**src/rtl/avg_lanes_beats.sv**
```systemverilog
// Streaming multi-beat averager: sums BEATS beats of LANES unsigned samples and
// emits their mean through a valid/ready output register with optional rounding.
module avg_lanes_beats #(
    parameter int LANES  = 4,
    parameter int BEATS  = 4,
    parameter int DWIDTH = 8,
    parameter int ROUND  = 0
) (
    input  logic                    clk,
    input  logic                    rst,
    input  logic [LANES*DWIDTH-1:0] i_dat_vector,
    input  logic                    i_dat_valid,
    output logic                    o_dat_ready,
    input  logic                    i_restart,
    output logic [DWIDTH-1:0]       o_avg,
    output logic                    o_avg_valid,
    input  logic                    i_avg_ready
);

    localparam int N     = LANES * BEATS;
    localparam int SHIFT = $clog2(N);
    localparam int SUMW  = DWIDTH + SHIFT;
    localparam int CNTW  = (BEATS > 1) ? $clog2(BEATS) : 1;

    localparam logic [SUMW-1:0] RND_ADD   = (ROUND != 0) ? SUMW'(N / 2) : '0;
    localparam logic [CNTW-1:0] LAST_BEAT = CNTW'(BEATS - 1);

    logic [SUMW-1:0]   acc_q, acc_d;
    logic [CNTW-1:0]   cnt_q, cnt_d;
    logic [DWIDTH-1:0] avg_q, avg_d;
    logic              avg_valid_q, avg_valid_d;

    logic [SUMW-1:0]   lane_sum;
    logic [SUMW-1:0]   base_acc;
    logic [CNTW-1:0]   base_cnt;
    logic [SUMW-1:0]   final_sum;
    logic              accept;
    logic              final_beat;

    // Input stalls whenever a held result cannot drain this cycle.
    assign o_dat_ready = !avg_valid_q || i_avg_ready;
    assign accept      = i_dat_valid && o_dat_ready;

    // NOTE: every signal assigned in an always_comb gets a default first, so no path leaves it unassigned and no latch is inferred.
    always_comb begin
        lane_sum = '0;
        for (int k = 0; k < LANES; k++) begin
            lane_sum = lane_sum + SUMW'(i_dat_vector[k*DWIDTH +: DWIDTH]);
        end
    end

    // A restart with a simultaneous beat makes that beat beat 0 of the new group.
    always_comb begin
        base_acc   = i_restart ? '0 : acc_q;
        base_cnt   = i_restart ? '0 : cnt_q;
        final_beat = accept && (base_cnt == LAST_BEAT);
        final_sum  = base_acc + lane_sum + RND_ADD;

        acc_d       = acc_q;
        cnt_d       = cnt_q;
        avg_d       = avg_q;
        avg_valid_d = avg_valid_q;

        if (final_beat) begin
            acc_d       = '0;
            cnt_d       = '0;
            avg_d       = DWIDTH'(final_sum >> SHIFT);
            avg_valid_d = 1'b1;
        end else begin
            if (accept) begin
                acc_d = base_acc + lane_sum;
                cnt_d = base_cnt + CNTW'(1);
            end else if (i_restart) begin
                acc_d = '0;
                cnt_d = '0;
            end
            if (avg_valid_q && i_avg_ready) begin
                avg_valid_d = 1'b0;
            end
        end
    end

    // NOTE: state registers use non-blocking assignments so every flop samples pre-edge values regardless of statement order.
    always_ff @(posedge clk) begin
        if (rst) begin
            acc_q       <= '0;
            cnt_q       <= '0;
            avg_q       <= '0;
            avg_valid_q <= 1'b0;
        end else begin
            acc_q       <= acc_d;
            cnt_q       <= cnt_d;
            avg_q       <= avg_d;
            avg_valid_q <= avg_valid_d;
        end
    end

    assign o_avg       = avg_q;
    assign o_avg_valid = avg_valid_q;

endmodule

```
**config.mk**
```make
export PLATFORM = sky130hd
export DESIGN_NAME = avg_lanes_beats
export DESIGN_NICKNAME = d
export VERILOG_FILES = /design/src/rtl/avg_lanes_beats.sv
export SDC_FILE = /design/constraint.sdc
export NUM_CORES = 1
export LEC_CHECK = 0
export CORE_ASPECT_RATIO = 2
export CORE_MARGIN = 5
export CORE_UTILIZATION = 30
export DETAILED_ROUTE_END_ITERATION = 6
export PLACE_DENSITY = 0.54
export SETUP_SLACK_MARGIN = 0.1
export SLEW_MARGIN = 30
export SYNTH_ARGS = -nofsm -noshare
export SYNTH_HDL_FRONTEND = slang
export SYNTH_SLANG_ARGS = --single-unit
```
**constraint.sdc**
```tcl
create_clock -name clk -period 6.3 [get_ports clk]
set_clock_uncertainty 0.15 [all_clocks]
set_input_delay 0.63 -clock clk [delete_from_list [all_inputs] [get_ports clk]]
set_output_delay 0.63 -clock clk [all_outputs]
set_load 0.005 [all_outputs]
```
After elaboration in Yosys (flattened, before gate mapping) --
Cells that the tools add are included.
Word-level totals: input port bits 37, output and inout port bits 10, bits in registers 23, logic and storage cells 23
Operators by class: reductions and logical operators 7, multiplexer cells 6, eq/ne operators 1, $add $sub $neg 5
Operators with widths (count):
- 2-to-1 mux 12 bit | 2
- adder 12 x 11 -> 12 bit | 1
- adder 10 x 8 -> 11 bit | 1
- adder 9 x 8 -> 10 bit | 1
- adder 8 x 8 -> 9 bit | 1
- 2-to-1 mux 2 bit | 2
- logical AND 1 bit | 3
- adder 2 x 1 -> 2 bit, second input constant | 1
- equality test 2 bit, second input constant | 1
- 2-to-1 mux 1 bit | 2
- nonzero test 2 bit | 1
- OR reduction 2 bit | 1
- logical NOT 1 bit | 1
- logical OR 1 bit | 1

Longest topological paths before layout --
word-level depth 5, mapped depth 14, gate-level depth less buffers 13

Least setup slack after synthesis --
No wires, ideal clock.
kind input-to-reg, start input port i_dat_vector[1], end register acc_q[7], path buffers 0, setup time 0.131 ns, setup slack 2.241 ns, data required time 6.019 ns, cell stages on the path 12, data arrival time 3.778 ns, cells stage by stage inv_1 fa_1 fa_1 fa_1 inv_1 ha_1 fa_1 a211oi_1 o21ai_0 a21oi_1 mux2i_1 o31ai_1
On the way: longest elaborated chain between the ends 5
Ends and longest elaborated chain:
- from (decl) | RTL line 11 | input logic [LANES*DWIDTH-1:0] i_dat_vector,
- adder 8 x 8 -> 9 bit | RTL line 48 | lane_sum = lane_sum + SUMW'(i_dat_vector[k*DWIDTH +: DWIDTH]);
- adder 9 x 8 -> 10 bit | RTL line 48
- adder 10 x 8 -> 11 bit | RTL line 48
- adder 12 x 11 -> 12 bit | RTL line 71 | acc_d = base_acc + lane_sum;
- 2-to-1 mux 12 bit | RTL line 70 | if (accept) begin
- to (signal assigned) | RTL line 86 | acc_q <= '0;
- to (signal assigned) | RTL line 91 | acc_q <= acc_d;
- to (decl) | RTL line 28 | logic [SUMW-1:0] acc_q, acc_d;
Every way passes these cells. A chain may end at the register's enable or synchronous reset.

Final worst setup path --
Same ends and word-level chain as after synthesis.

==> results.cfg <==
[outcome]
status = completed

[timing]
rsz0062_at_grt = no
fin_ws_ns = 1.78
worstMarginPinSlew_ns = 0.856
drv_slew = 0
setup_tns_ns = 0
slew_headroom = 0.429
period_share = 0.717
finalSetupViolCount = 0
fin_crit_ns = 4.52
fmax_mhz = 221
finalHoldViolCount = 0

[clock_tree]
cts_tree = built
clock_latency_ns = 0.26
clk_pin_slew_ns = 0.07
cts_root_buffer = clkbuf_16
cts_setup_buffers = 0
hold_buffers = 0
cts_buffer_depth = 2
h-tree-depth = 1
cts_resized = 0
clock-sinks = 23
cts_made_buffers = 3

[hold_path]
min_from = o_avg[0]$_SDFFE_PP0P_
hp-class = reg2reg

[logic_synthesis]
synth_top_family_by_area = adder cells
ys_warn_count = 0
synth_fa_ha_area_frac = 0.300
synth.avg_cell_area_sq_um = 7.96
syn_area_sq_um = 2200
ys_seq_elements = 23
synth_cells = 277
synth_fp_nets = 353
ys_types = 38
synth-simple-area-share = 0.199
seq_area_frac_synth = 0.209
synth_xor_area_frac = 0.0159
synth-compound-area-share = 0.135
synthMuxAreaShare = 0.0136
synth_top_cell_area_share = 0.209
netlist.top_cell.by_area = dfxtp_1
synth_area_leaders = dfxtp_1 21%, fa_1 21%, inv_1 11%, ha_1 9.1%, a21oi_1 4.8%

[setup_path]
cp_cell_sequence = clkdlybuf4s50_1 > inv_1 > fa_1 > fa_1 > fa_1 > inv_1 > ha_1 > fa_1 > a211oi_1 > o21ai_0 > a21oi_1 > mux2i_1 > o31ai_1
critPathLaunch = i_dat_vector[1]
critPathMaxStageDelay_ns = 0.56
critPathSlowestCell = fa_1
cp-start-kind = input port
critPathBufInv = 3
worstPathMaxFanout = 3
crit_path_frequent_cell = fa_1
critPathCaptureType = flop
cp_top_family = adder cells
path_class = in2reg
cp.required_ns = 6.27
arrival_ns = 4.49
r2r_start = acc_q[1]$_SDFF_PP0_

[finish]
final_common_cell = inv_1
ff_latch_area_sq_um = 460
n_antenna_cell = 0
final_cell_mix = 65 x inv_1, 46 x clkdlybuf4s50_1, 24 x nand2_1
layoutNonFillerInstCount = 409
multi_input_area_sq_um = 1460
drive_gt1_frac = 0.0221
fin_nets = 394
nFillCells = 763
area_delta_synth_final_pct = 28.0

[floorplanning]
ios = 47
coreArea_sq_um = 7210
die_area_sq_um = 9270
initial_utilization = 0.306
row_count = 44
fp.dieW_um = 70.6
die_y_um = 131

[flow_run]
maxCapViolCount = 0

[power]
p_int_uw = 448
ir_drop_uv = 106
sequentialPowerShare = 0.221
netSwitchingFraction = 0.429
pwr-share-comb = 0.593
switchingPower_uw = 337
pwr-share-clk = 0.186
power_density_nw_per_um2 = 278
leakage_nw = 1.33

[place]
gp_congestion = 0.841
dp_slack_ns = 1.50
dp.cells = 405
portBuffers = 46
post-dp-hpwl_um = 4270

[route]
dr_total_vias = 1951
routed_via_density = 4.77
wire_per_inst_um = 12.9
wirelength_um = 5280
drc_errors = 0
dr.first_iter.drc_count = 73
antenna_left = 0
drt_first_pass_iters = 4

[global_route]
grt_overflow = 0
grt_pass1_wl_um = 9140
grt_max_degree = 18
grt_pass1_vias = 2009
antenna_found_initial = 0
grt_util_all_layers = 0.120
## final cells by class
class,instances,share of cell area
inverter,65,0.0865
clock inverter,1,0.00177
multi-input combinational,179,0.518
timing repair buffer,46,0.163
sequential,23,0.163
clock buffer,3,0.0266
tap,92,0.0408
## power by group through the flow
stage	sequential, mW	combinational, mW	clock (mW)
floorplan	0.175	0.350	0
global placement	0.176	0.465	0
detailed placement	0.177	0.469	0
CTS	0.174	0.474	0.147
global route	0.176	0.538	0.154
finish	0.173	0.466	0.146
## cells in the mapped netlist
cell type and number:
nor4_1 2, ha_1 16, nor3_1 3, nor4b_1 1
or4_1 2, xor2_1 1, clkbuf_1 9, nand2_1 24
a21oi_1 21, o21ai_0 6, and3_1 3, xnor2_1 3
and2_1 1, o2111ai_1 1, o31ai_1 2, o21ai_1 1
inv_1 65, and3_2 1, and2_0 1, nand3_1 12
o211ai_1 3, a32oi_1 1, buf_2 1, fa_1 23
a21o_1 3, nand2b_1 12, dfxtp_1 23, nor2_1 10
a221oi_2 1, nor2b_1 7, a31oi_1 5, a211oi_1 3
nand4b_1 1, nand4_1 1, mux2i_1 3, a221o_1 1
and2_4 1, or3_1 3
## sequential cells by signal (all words and copies together) (netlist names)
name         cells
acc_q           12
o_avg            8
cnt_q            2
o_avg_valid      1
## worst reg2reg max path: stages (launching register included)
cell and delay (ns):
dfxtp_1 0.31, nand2b_1 0.09, fa_1 0.50, inv_1 0.04, ha_1 0.21, fa_1 0.43, a211oi_1 0.38, o21ai_0 0.16
a21oi_1 0.27, mux2i_1 0.22, o31ai_1 0.08
## routing by layer
metal	global-route usage	part of all wire	up-vias
met5	0	0	-
met4	0.0387	0.015	0
met3	0.0130	0.026	5
met2	0.240	0.60	30
met1	0.124	0.36	947
li1	-	-	969
## path summary, 6_finish.rpt
| check | depth (start not counted) | endpoint | slack, ns |
|---|---|---|---|
| setup reg to reg | 10 | acc_q[7]$_SDFF_PP0_ | 3.34 |
| setup / recovery | 13 | acc_q[7]$_SDFF_PP0_ | 1.78 |
| hold / removal | 2 | o_avg[0]$_SDFFE_PP0P_ | 0.31 |
| hold reg to reg | 2 | o_avg[0]$_SDFFE_PP0P_ | 0.31 |
## cells by family (layout without fill, tap and decap cells)
| kind of cell | Yosys count | after routing |
|---|---|---|
| and+or+nand+nor | 85 | 85 |
| adders and majority gates | 39 | 39 |
| muxes | 3 | 3 |
| xor gates and xnor gates | 4 | 4 |
| buffers and inverters | 75 | 115 |
| DFF | 23 | 23 |
| AOI/OAI and AO/OA | 48 | 48 |
## per-stage QoR
step	area [sq um]	utilization	hold WS [ns]	total power, mW
floorplan	2200	-	0.303	0.526
global placement	2740	0.380	0.302	0.641
detailed placement	2740	0.380	0.299	0.646
CTS	2820	0.391	0.312	0.794
global route	2820	0.391	0.325	0.868
finish	2820	0.391	0.308	0.785
(Power assumes the default switching activity.)
